File: src/rtl/ctrl_ramdrv_pkg.sv
// Shared controller package for the RAM-driver blocks (tap reader and head-pointer block).
// Holds the tap-reader state encoding and the default width constants.
package ctrl_ramdrv_pkg;

    localparam int DEF_DATA_OFFSET_WIDTH  = 10;
    localparam int DEF_VECTOR_INDEX_WIDTH = 4;

    typedef enum logic [1:0] {
        IDLE     = 2'd0,
        HEAD_REQ = 2'd1,
        STREAM   = 2'd2,
        DONE     = 2'd3
    } tap_state_e;

endpackage

File: src/rtl/ctrl_ramdrv_tap_reader_if.sv
// Bus bundle between the tap reader (slave) and its controller, head-pointer block and RAM/MAC side (master).
interface ctrl_ramdrv_tap_reader_if
    import ctrl_ramdrv_pkg::*;
#(
    parameter int DATA_OFFSET_WIDTH  = DEF_DATA_OFFSET_WIDTH,
    parameter int VECTOR_INDEX_WIDTH = DEF_VECTOR_INDEX_WIDTH
);

    logic                                        start;
    logic [VECTOR_INDEX_WIDTH-1:0]               index;
    logic [DATA_OFFSET_WIDTH-1:0]                length;
    logic                                        head_req;
    logic [DATA_OFFSET_WIDTH-1:0]                head_offset;
    logic                                        rd_en;
    logic                                        rd_ready;
    logic [VECTOR_INDEX_WIDTH+DATA_OFFSET_WIDTH-1:0] rd_addr;
    logic                                        tap_first;
    logic                                        tap_last;
    logic                                        busy;
    logic                                        done;
    logic                                        err;

    modport master (
        output start, index, length, head_offset, rd_ready,
        input  head_req, rd_en, rd_addr, tap_first, tap_last, busy, done, err
    );

    modport slave (
        input  start, index, length, head_offset, rd_ready,
        output head_req, rd_en, rd_addr, tap_first, tap_last, busy, done, err
    );

endinterface

File: src/rtl/ctrl_ramdrv_offset_dec.sv
// Circular backwards step of a per-vector offset: 0 wraps to length, otherwise offset-1.
module ctrl_ramdrv_offset_dec
    import ctrl_ramdrv_pkg::*;
#(
    parameter int DATA_OFFSET_WIDTH = DEF_DATA_OFFSET_WIDTH
) (
    input  logic [DATA_OFFSET_WIDTH-1:0] offset,
    input  logic [DATA_OFFSET_WIDTH-1:0] length,
    output logic [DATA_OFFSET_WIDTH-1:0] next_offset
);

    // Wrap to the last valid offset instead of underflowing past zero.
    always_comb begin
        next_offset = offset - 1'b1;
        if (offset == '0) begin
            next_offset = length;
        end
    end

endmodule

File: src/rtl/ctrl_ramdrv_tap_reader.sv
// Tap reader: fetches the head pointer of one vector, then streams its taps newest-first
// as {index, offset} RAM addresses with first/last qualifiers, finishing with a done pulse.
module ctrl_ramdrv_tap_reader
    import ctrl_ramdrv_pkg::*;
#(
    parameter int DATA_OFFSET_WIDTH  = DEF_DATA_OFFSET_WIDTH,
    parameter int VECTOR_INDEX_WIDTH = DEF_VECTOR_INDEX_WIDTH
) (
    input logic                    clk,
    input logic                    rst_n,
    ctrl_ramdrv_tap_reader_if.slave bus
);

    tap_state_e                    state_q, state_d;
    logic [VECTOR_INDEX_WIDTH-1:0] index_q, index_d;
    logic [DATA_OFFSET_WIDTH-1:0]  length_q, length_d;
    logic [DATA_OFFSET_WIDTH-1:0]  offset_q, offset_d;
    logic [DATA_OFFSET_WIDTH-1:0]  count_q, count_d;
    logic                          err_q, err_d;

    logic [DATA_OFFSET_WIDTH-1:0]  next_offset;
    logic                          in_stream;
    logic                          transfer;
    logic                          at_last;
    logic                          head_bad;

    assign in_stream = (state_q == STREAM);
    assign transfer  = in_stream && bus.rd_ready;
    assign at_last   = (count_q == length_q);
    assign head_bad  = (bus.head_offset > length_q);

    ctrl_ramdrv_offset_dec #(
        .DATA_OFFSET_WIDTH(DATA_OFFSET_WIDTH)
    ) u_offset_dec (
        .offset     (offset_q),
        .length     (length_q),
        .next_offset(next_offset)
    );

    // State and datapath registers; reset clears everything so all outputs drop at once.
    always_ff @(posedge clk or negedge rst_n) begin
        if (!rst_n) begin
            state_q  <= IDLE;
            index_q  <= '0;
            length_q <= '0;
            offset_q <= '0;
            count_q  <= '0;
            err_q    <= 1'b0;
        end else begin
            state_q  <= state_d;
            index_q  <= index_d;
            length_q <= length_d;
            offset_q <= offset_d;
            count_q  <= count_d;
            err_q    <= err_d;
        end
    end

    // Next-state logic: a corrupt head pointer bypasses STREAM entirely.
    always_comb begin
        state_d = state_q;
        unique case (state_q)
            IDLE: begin
                if (bus.start) begin
                    state_d = HEAD_REQ;
                end
            end
            HEAD_REQ: begin
                state_d = head_bad ? DONE : STREAM;
            end
            STREAM: begin
                if (transfer && at_last) begin
                    state_d = DONE;
                end
            end
            DONE: begin
                state_d = IDLE;
            end
            default: begin
                state_d = IDLE;
            end
        endcase
    end

    // Datapath updates: latch the request, load the head, and step one tap per accepted address.
    always_comb begin
        index_d  = index_q;
        length_d = length_q;
        offset_d = offset_q;
        count_d  = count_q;
        err_d    = err_q;
        unique case (state_q)
            IDLE: begin
                if (bus.start) begin
                    index_d  = bus.index;
                    length_d = bus.length;
                end
            end
            HEAD_REQ: begin
                offset_d = bus.head_offset;
                count_d  = '0;
                err_d    = head_bad;
            end
            STREAM: begin
                if (transfer) begin
                    offset_d = next_offset;
                    count_d  = count_q + 1'b1;
                end
            end
            DONE: begin
                err_d = 1'b0;
            end
            default: begin
                err_d = 1'b0;
            end
        endcase
    end

    // Outputs decoded purely from registered state so they hold steady while a transfer is stalled.
    always_comb begin
        bus.head_req  = (state_q == HEAD_REQ);
        bus.rd_en     = in_stream;
        bus.rd_addr   = {index_q, offset_q};
        bus.tap_first = in_stream && (count_q == '0);
        bus.tap_last  = in_stream && at_last;
        bus.busy      = (state_q != IDLE);
        bus.done      = (state_q == DONE);
        bus.err       = (state_q == DONE) && err_q;
    end

endmodule

File: src/flat_wrapper.sv
// flat-port wrapper written by rule: the top's interface ports become plain ports
module ctrl_ramdrv_tap_reader_flat import ctrl_ramdrv_pkg::*;
#(
    parameter int DATA_OFFSET_WIDTH  = DEF_DATA_OFFSET_WIDTH,
    parameter int VECTOR_INDEX_WIDTH = DEF_VECTOR_INDEX_WIDTH
)
  (clk, rst_n, bus_start, bus_index, bus_length, bus_head_offset, bus_rd_ready, bus_head_req, bus_rd_en, bus_rd_addr, bus_tap_first, bus_tap_last, bus_busy, bus_done, bus_err);
  ctrl_ramdrv_tap_reader_if #(.DATA_OFFSET_WIDTH(DATA_OFFSET_WIDTH), .VECTOR_INDEX_WIDTH(VECTOR_INDEX_WIDTH)) bus_i ();
  input logic clk;
  input logic rst_n;
  input wire logic [$bits(bus_i.start)-1:0] bus_start;
  input wire logic [$bits(bus_i.index)-1:0] bus_index;
  input wire logic [$bits(bus_i.length)-1:0] bus_length;
  input wire logic [$bits(bus_i.head_offset)-1:0] bus_head_offset;
  input wire logic [$bits(bus_i.rd_ready)-1:0] bus_rd_ready;
  output wire logic [$bits(bus_i.head_req)-1:0] bus_head_req;
  output wire logic [$bits(bus_i.rd_en)-1:0] bus_rd_en;
  output wire logic [$bits(bus_i.rd_addr)-1:0] bus_rd_addr;
  output wire logic [$bits(bus_i.tap_first)-1:0] bus_tap_first;
  output wire logic [$bits(bus_i.tap_last)-1:0] bus_tap_last;
  output wire logic [$bits(bus_i.busy)-1:0] bus_busy;
  output wire logic [$bits(bus_i.done)-1:0] bus_done;
  output wire logic [$bits(bus_i.err)-1:0] bus_err;
  assign bus_i.start = bus_start;
  assign bus_i.index = bus_index;
  assign bus_i.length = bus_length;
  assign bus_i.head_offset = bus_head_offset;
  assign bus_i.rd_ready = bus_rd_ready;
  assign bus_head_req = bus_i.head_req;
  assign bus_rd_en = bus_i.rd_en;
  assign bus_rd_addr = bus_i.rd_addr;
  assign bus_tap_first = bus_i.tap_first;
  assign bus_tap_last = bus_i.tap_last;
  assign bus_busy = bus_i.busy;
  assign bus_done = bus_i.done;
  assign bus_err = bus_i.err;
  ctrl_ramdrv_tap_reader #(.DATA_OFFSET_WIDTH(DATA_OFFSET_WIDTH), .VECTOR_INDEX_WIDTH(VECTOR_INDEX_WIDTH)) u_core (.clk(clk), .rst_n(rst_n), .bus(bus_i));
endmodule
File: config.mk
export PLATFORM = sky130hd
export DESIGN_NAME = ctrl_ramdrv_tap_reader_flat
export DESIGN_NICKNAME = d
export VERILOG_FILES = /design/src/rtl/ctrl_ramdrv_pkg.sv /design/src/rtl/ctrl_ramdrv_tap_reader_if.sv /design/src/rtl/ctrl_ramdrv_offset_dec.sv /design/src/rtl/ctrl_ramdrv_tap_reader.sv /design/src/flat_wrapper.sv
export SDC_FILE = /design/constraint.sdc
export NUM_CORES = 1
export LEC_CHECK = 0
export BUFFER_PORTS_ARGS = -buffer_cell sky130_fd_sc_hd__buf_4
export CORE_MARGIN = 2
export CORE_UTILIZATION = 59
export CTS_CLUSTER_DIAMETER = 60
export DETAILED_ROUTE_END_ITERATION = 8
export HOLD_SLACK_MARGIN = 0.12
export MAX_ROUTING_LAYER = met4
export PLACE_DENSITY_LB_ADDON = 0.3
export SLEW_MARGIN = 20
export SYNTH_ARGS = -nofsm -noshare
export SYNTH_HDL_FRONTEND = slang
export SYNTH_SLANG_ARGS = --single-unit
File: constraint.sdc
create_clock -name clk -period 3.45 [get_ports clk]
set_input_delay 0.69 -clock clk [delete_from_list [all_inputs] [get_ports clk]]
set_output_delay 0.69 -clock clk [all_outputs]
set_load 0.1 [all_outputs]
=== After elaboration in Yosys (flattened, before gate mapping) ===
Cells that the tools add are included.

* Flip-flop bits (word level): 37
* Latch bits: 0
* Bits in writable memories: 0
* Bits in read-only memories: 0
* Logic and storage cells: 40
* Memories kept: 0

* Add/sub/neg operators: 2
* Multipliers: 0
* Div/mod/pow operators: 0
* $lt $le $gt $ge: 1
* Equal/unequal tests: 7
* Shift-type cells: 0
* Mux-type cells: 10
* Bitwise gates (word level): 0
* Reduce and logical (&&, ||, !) cells: 14

{| class="wikitable"
|+ Operator list
! kind !! count
|-
| 10-bit case mux with 2 select lines || 2
|-
| 10-bit two-way mux || 3
|-
| 10-bit logical NOT || 2
|-
| 10-bit by 1-bit adder with 10-bit output, second input constant || 1
|-
| 10-bit equality test || 1
|-
| 10-bit > comparator || 1
|-
| 10-bit by 1-bit subtractor with 10-bit output, second input constant || 1
|-
| 2-bit case mux with 4 select lines || 1
|-
| 2-bit inequality test, second input constant || 3
|-
| 2-bit AND reduction || 3
|-
| 2-bit nonzero test || 3
|-
| 1-bit logical AND || 5
|-
| 2-bit equality test, second input constant || 2
|-
| 2-bit two-way mux || 2
|-
| 2-bit by 1-bit equality test with 1-bit output, second input constant || 1
|-
| 2-bit logical NOT || 1
|-
| 1-bit case mux with 2 select lines || 1
|-
| 1-bit two-way mux || 1
|}

=== Depth between registers and ports, before layout ===
* Word-level depth: 5
* Gate-level depth with buffers: 8

=== By module ===
From an unflattened synthesis, not the netlist that was laid out.

* Cell total of the unflattened synthesis: 243
* Area, all modules: 2392.3 µm²

{| class="wikitable"
|+ By module, submodules not included
! module !! times used !! cells each !! area an instance (µm²) !! seq. area each (µm²)
|-
| ctrl_ramdrv_tap_reader || 1 || 200 || 2079.5 || 925.9
|-
| ctrl_ramdrv_offset_dec || 1 || 43 || 312.8 || 0.0
|}

=== Worst setup path before layout ===
No wires, ideal clock.

* Path type: register to output
* From: register u_core.state_q[0]
* To: output port bus_tap_first
* Data arrival time: 5068 ps
* Data required time: 2760 ps
* Path slack: -2308 ps
* Stages on the path, launching flop included: 6
* Buffers on the path: 0
* Cell sequence: dfrtp_1 > inv_1 > ha_1 > inv_1 > or4b_2 > nor4_1

* Longest elaborated chain between the ends: 2

{| class="wikitable"
|+ Ends and longest elaborated chain
! element !! RTL line !! source
|-
| start, declared || ctrl_ramdrv_tap_reader.sv:14 || <nowiki>tap_state_e state_q, state_d;</nowiki>
|-
| start signal, assigned || ctrl_ramdrv_tap_reader.sv:50 || <nowiki>state_q <= state_d;</nowiki>
|-
| 2-bit equality test || ctrl_ramdrv_tap_reader.sv:27 || <nowiki>assign in_stream = (state_q == STREAM);</nowiki>
|-
| via bus_rd_en || flat_wrapper.sv:17 || <nowiki>output wire logic [$bits(bus_i.rd_en)-1:0] bus_rd_en;</nowiki>
|-
| 1-bit logical AND || ctrl_ramdrv_tap_reader.sv:124 || <nowiki>bus.tap_first = in_stream && (count_q == '0);</nowiki>
|-
| end, declared || flat_wrapper.sv:19 || <nowiki>output wire logic [$bits(bus_i.tap_first)-1:0] bus_tap_first;</nowiki>
|}

The timed path passes the listed nets, and every way through them passes these cells.

=== Worst setup path after layout ===
* From: register u_core.state_q[0]
* To: output port bus_tap_first

* Longest elaborated chain between the ends: 2

{| class="wikitable"
|+ Ends and longest elaborated chain
! element !! RTL line
|-
| 2-bit equality test || ctrl_ramdrv_tap_reader.sv:27
|-
| 1-bit logical AND || ctrl_ramdrv_tap_reader.sv:124
|}

No other way between the ends.

==> metrics.md <==
| Metric | Value |
|---|---|
| Most common cell after layout, fill and taps aside | `buf_4` |
| Post-synthesis compound-gate area fraction | `0.155` |
| Number of flops mapped to enable cells by yosys | `0` |
| Grt ovf | `0` |
| PostCTS Resize Cnt | `0` |
| Routed WL | `5.18 mm` |
| Fin crit share | `0.882` |
| Final Max Tran Viols | `0` |
| Final min period | `3.04 ns` |
| H-tree depth | `2` |
| Req. time, crit path | `2.76 ns` |
| CTS buffer count | `5` |
| # diodes | `0` |
| CP Capture Type | `output pin` |
| Clock Tree Buf Depth | `2` |
| Vias | `1946` |
| Routability Congestion | `0.932` |
| CP top delay family | `simple AND/OR/NAND/NOR gates` |
| # IOs | `49` |
| Critical path startpoint category | `register` |
| Hold_buf cts | `0` |
| Crit Path Class | `reg2out` |
| Synth Flop Type | `dfrtp_1` |
| R2R cell count | `7` |
| Antenna Violating Nets Remaining | `0` |
| WL/cell | `15.8 um` |
| Final setup violation count | `0` |
| Min-Delay Path Class | `in2async` |
| Post-synthesis sequential area ratio | `0.408` |
| Vias in the first global route | `1935` |
| Status | `finished clean` |
| Design area | `2790 sq um` |
| DRC viols | `0` |
| Pin count of the biggest net entering global routing | `38` |
| Layout cell share with drive strength beyond 1 | `0.289` |
| TritonRoute pass-1 iters | `4` |
| CP max FO | `8` |
| Buffers plus inverters on the worst setup path | `3` |
| Worst path cell trace | `inv_2 -> ha_4 -> inv_1 -> or4b_2 -> nor4_4 -> buf_4` |
| Post-DP HPWL | `3.99 mm` |
| Synthesized area | `2270 sq um` |
| Worst slew pin tran | `0.832 ns` |
| Clock Latency Late Sink | `0.29 ns` |
| XOR/XNOR share of the synthesized area | `0.0579` |
| CP max stage cell | `or4b_2` |
| Most frequent cells in the layout | `49 x buf_4, 37 x dfrtp_1, 19 x inv_1` |
| Starting Density | `0.615` |
| Worst rel slew slack | `0.444` |
| Multiplexer area fraction after synthesis | `0.0832` |
| Post-CTS Repair Setup Buffers | `0` |
| Starting DRT DRC Count | `113` |
| Via-to-Cell Ratio | `5.93` |
| Adder-cell area share of the yosys netlist | `0.0992` |
| Die area | `4360 sq um` |
| Yosys reg bits | `37` |
| Crit path DAT | `2.35 ns` |
| TNS Setup | `0 ns` |
| RSZ-0062 raised after global routing | `no` |
| Number of buffers added on ports | `48` |
| Clock skew | `0.0110 ns` |
| Core ar. | `3690 sq um` |
| Die W | `66.0 um` |
| Placed cell areas | `2700 sq um` |
| # rows | `22` |
| Largest stage delay, worst path | `0.67 ns` |
| Reg2reg setup slack | `1.15 ns` |
| First-pass GRT wire length | `8.70 mm` |
| DIE HEIGHT | `66.0 um` |
| Initial antenna violation count | `0` |
| Post-synthesis cell count | `228` |
| GRT Util Overall | `0.274` |
| Largest family of logic cells by synthesized area | `compound AO/OA/AOI/OAI gates` |
| TritonCTS clock tree | `done` |
| R2r startpoint | `u_core.offset_q[0]$_DFFE_PN0P_` |
| Fin nets | `325` |
| Syn avg cell area | `9.95 sq um` |
| Unique cell type count in the Yosys netlist | `48` |
| FILL cells | `277` |
| FF-to-FF End | `u_core.offset_q[5]$_DFFE_PN0P_` |
| Post-synthesis net count | `274` |
| Max Freq | `329 MHz` |
| Clock tree root driver cell | `clkbuf_8` |
| Synth-to-layout area growth | `22.8%` |
| Yosys synthesis warning count | `0` |
| Synth async-reset ratio | `1.00` |
| Clock sink count | `37` |
| Worst-path clk slew | `0.08 ns` |
| Post-synthesis simple-gate area fraction | `0.152` |
| Max-cap viol count | `0` |
| Hold Violations, Final | `0` |
==> state kept, by name, summed over array words and instances (netlist names) <==
name	cells
u_core.count_q	10
u_core.err_q	1
u_core.index_q	4
u_core.length_q	10
u_core.offset_q	10
u_core.state_q	2
==> cells by family (layout without fill, tap and decap cells) <==
kind of cell / count (synthesis) / after routing
AO/OA/AOI/OAI: 52 / 52
XOR/XNOR: 15 / 15
adder cells (fa/ha/maj): 18 / 18
buffers and inverters: 25 / 77
flip-flops: 37 / 37
multiplexers: 17 / 17
AND/OR/NAND/NOR: 64 / 64
==> per-layer routing <==
layer,track usage,wire length (um),vias up
met2,0.456,2620,67
met5,-,0,-
li1,-,-,928
met4,0.125,125,0
met1,0.325,2060,937
met3,0.0494,380,14
==> worst max path at each step <==
| stage | from | endpoint | slack (ns) | cells past startpoint |
|---|---|---|---|---|
| floorplan | u_core.state_q[0]$_DFFE_PN0P_ | bus_tap_first | 0.02 | 5 |
| global route | u_core.state_q[0]$_DFFE_PN0P_ | bus_tap_first | 0.34 | 6 |
| finish | u_core.state_q[0]$_DFFE_PN0P_ | bus_tap_first | 0.41 | 6 |
| CTS | u_core.state_q[0]$_DFFE_PN0P_ | bus_tap_first | 0.39 | 6 |
| global placement | u_core.state_q[0]$_DFFE_PN0P_ | bus_tap_first | 0.75 | 6 |
| detailed placement | u_core.state_q[0]$_DFFE_PN0P_ | bus_tap_first | 0.72 | 6 |
==> worst register-to-register path, delay by kind of cell (launching register included) <==
kind                     cells  cell delay, ns
adder cells (fa/ha/maj)      1            0.18
AND/OR/NAND/NOR              3            1.19
flip-flops                   1            0.42
AO/OA/AOI/OAI                2            0.33
buffers and inverters        1            0.07
==> through the flow <==
stage	utilization	instances	setup WS [ns]	hold WS [ns]
global route	0.756	328	0.343	0.383
detailed placement	0.733	320	0.721	0.498
floorplan	-	228	0.0214	0.394
global placement	0.733	320	0.750	0.489
finish	0.756	328	0.408	0.348
CTS	0.756	328	0.395	0.355
==> synth_stat cells, types with 3 or more instances <==
master | n | area share
nor2_1 | 12 | 0.020
ha_1 | 18 | 0.099
mux2_2 | 15 | 0.074
nand4_1 | 4 | 0.011
nand2_1 | 14 | 0.023
dfrtp_1 | 37 | 0.41
a221o_1 | 4 | 0.018
nand2b_1 | 3 | 0.0083
a21oi_1 | 8 | 0.018
o21ai_0 | 15 | 0.033
nor3_1 | 4 | 0.0088
xor2_1 | 7 | 0.027
nand3_1 | 9 | 0.020
nor4_1 | 3 | 0.0083
xnor2_1 | 8 | 0.031
a211oi_1 | 4 | 0.013
a22oi_1 | 3 | 0.0099
clkbuf_1 | 3 | 0.0050
inv_1 | 20 | 0.033
==> area by class of cell <==
cell class	count	area (sq um)	share of cell area
flip-flops and latches	37	926	0.332
multi-input cells	166	1270	0.457
well taps	48	60.1	0.0215
repair buffers	49	368	0.132
inverters	20	75.1	0.0269
clock inverters	1	7.51	0.00269
clock buffers	7	76.3	0.0274
Power is not shown: default switching activity piles up to over one toggle a cycle in this logic, so the estimate is an artifact.
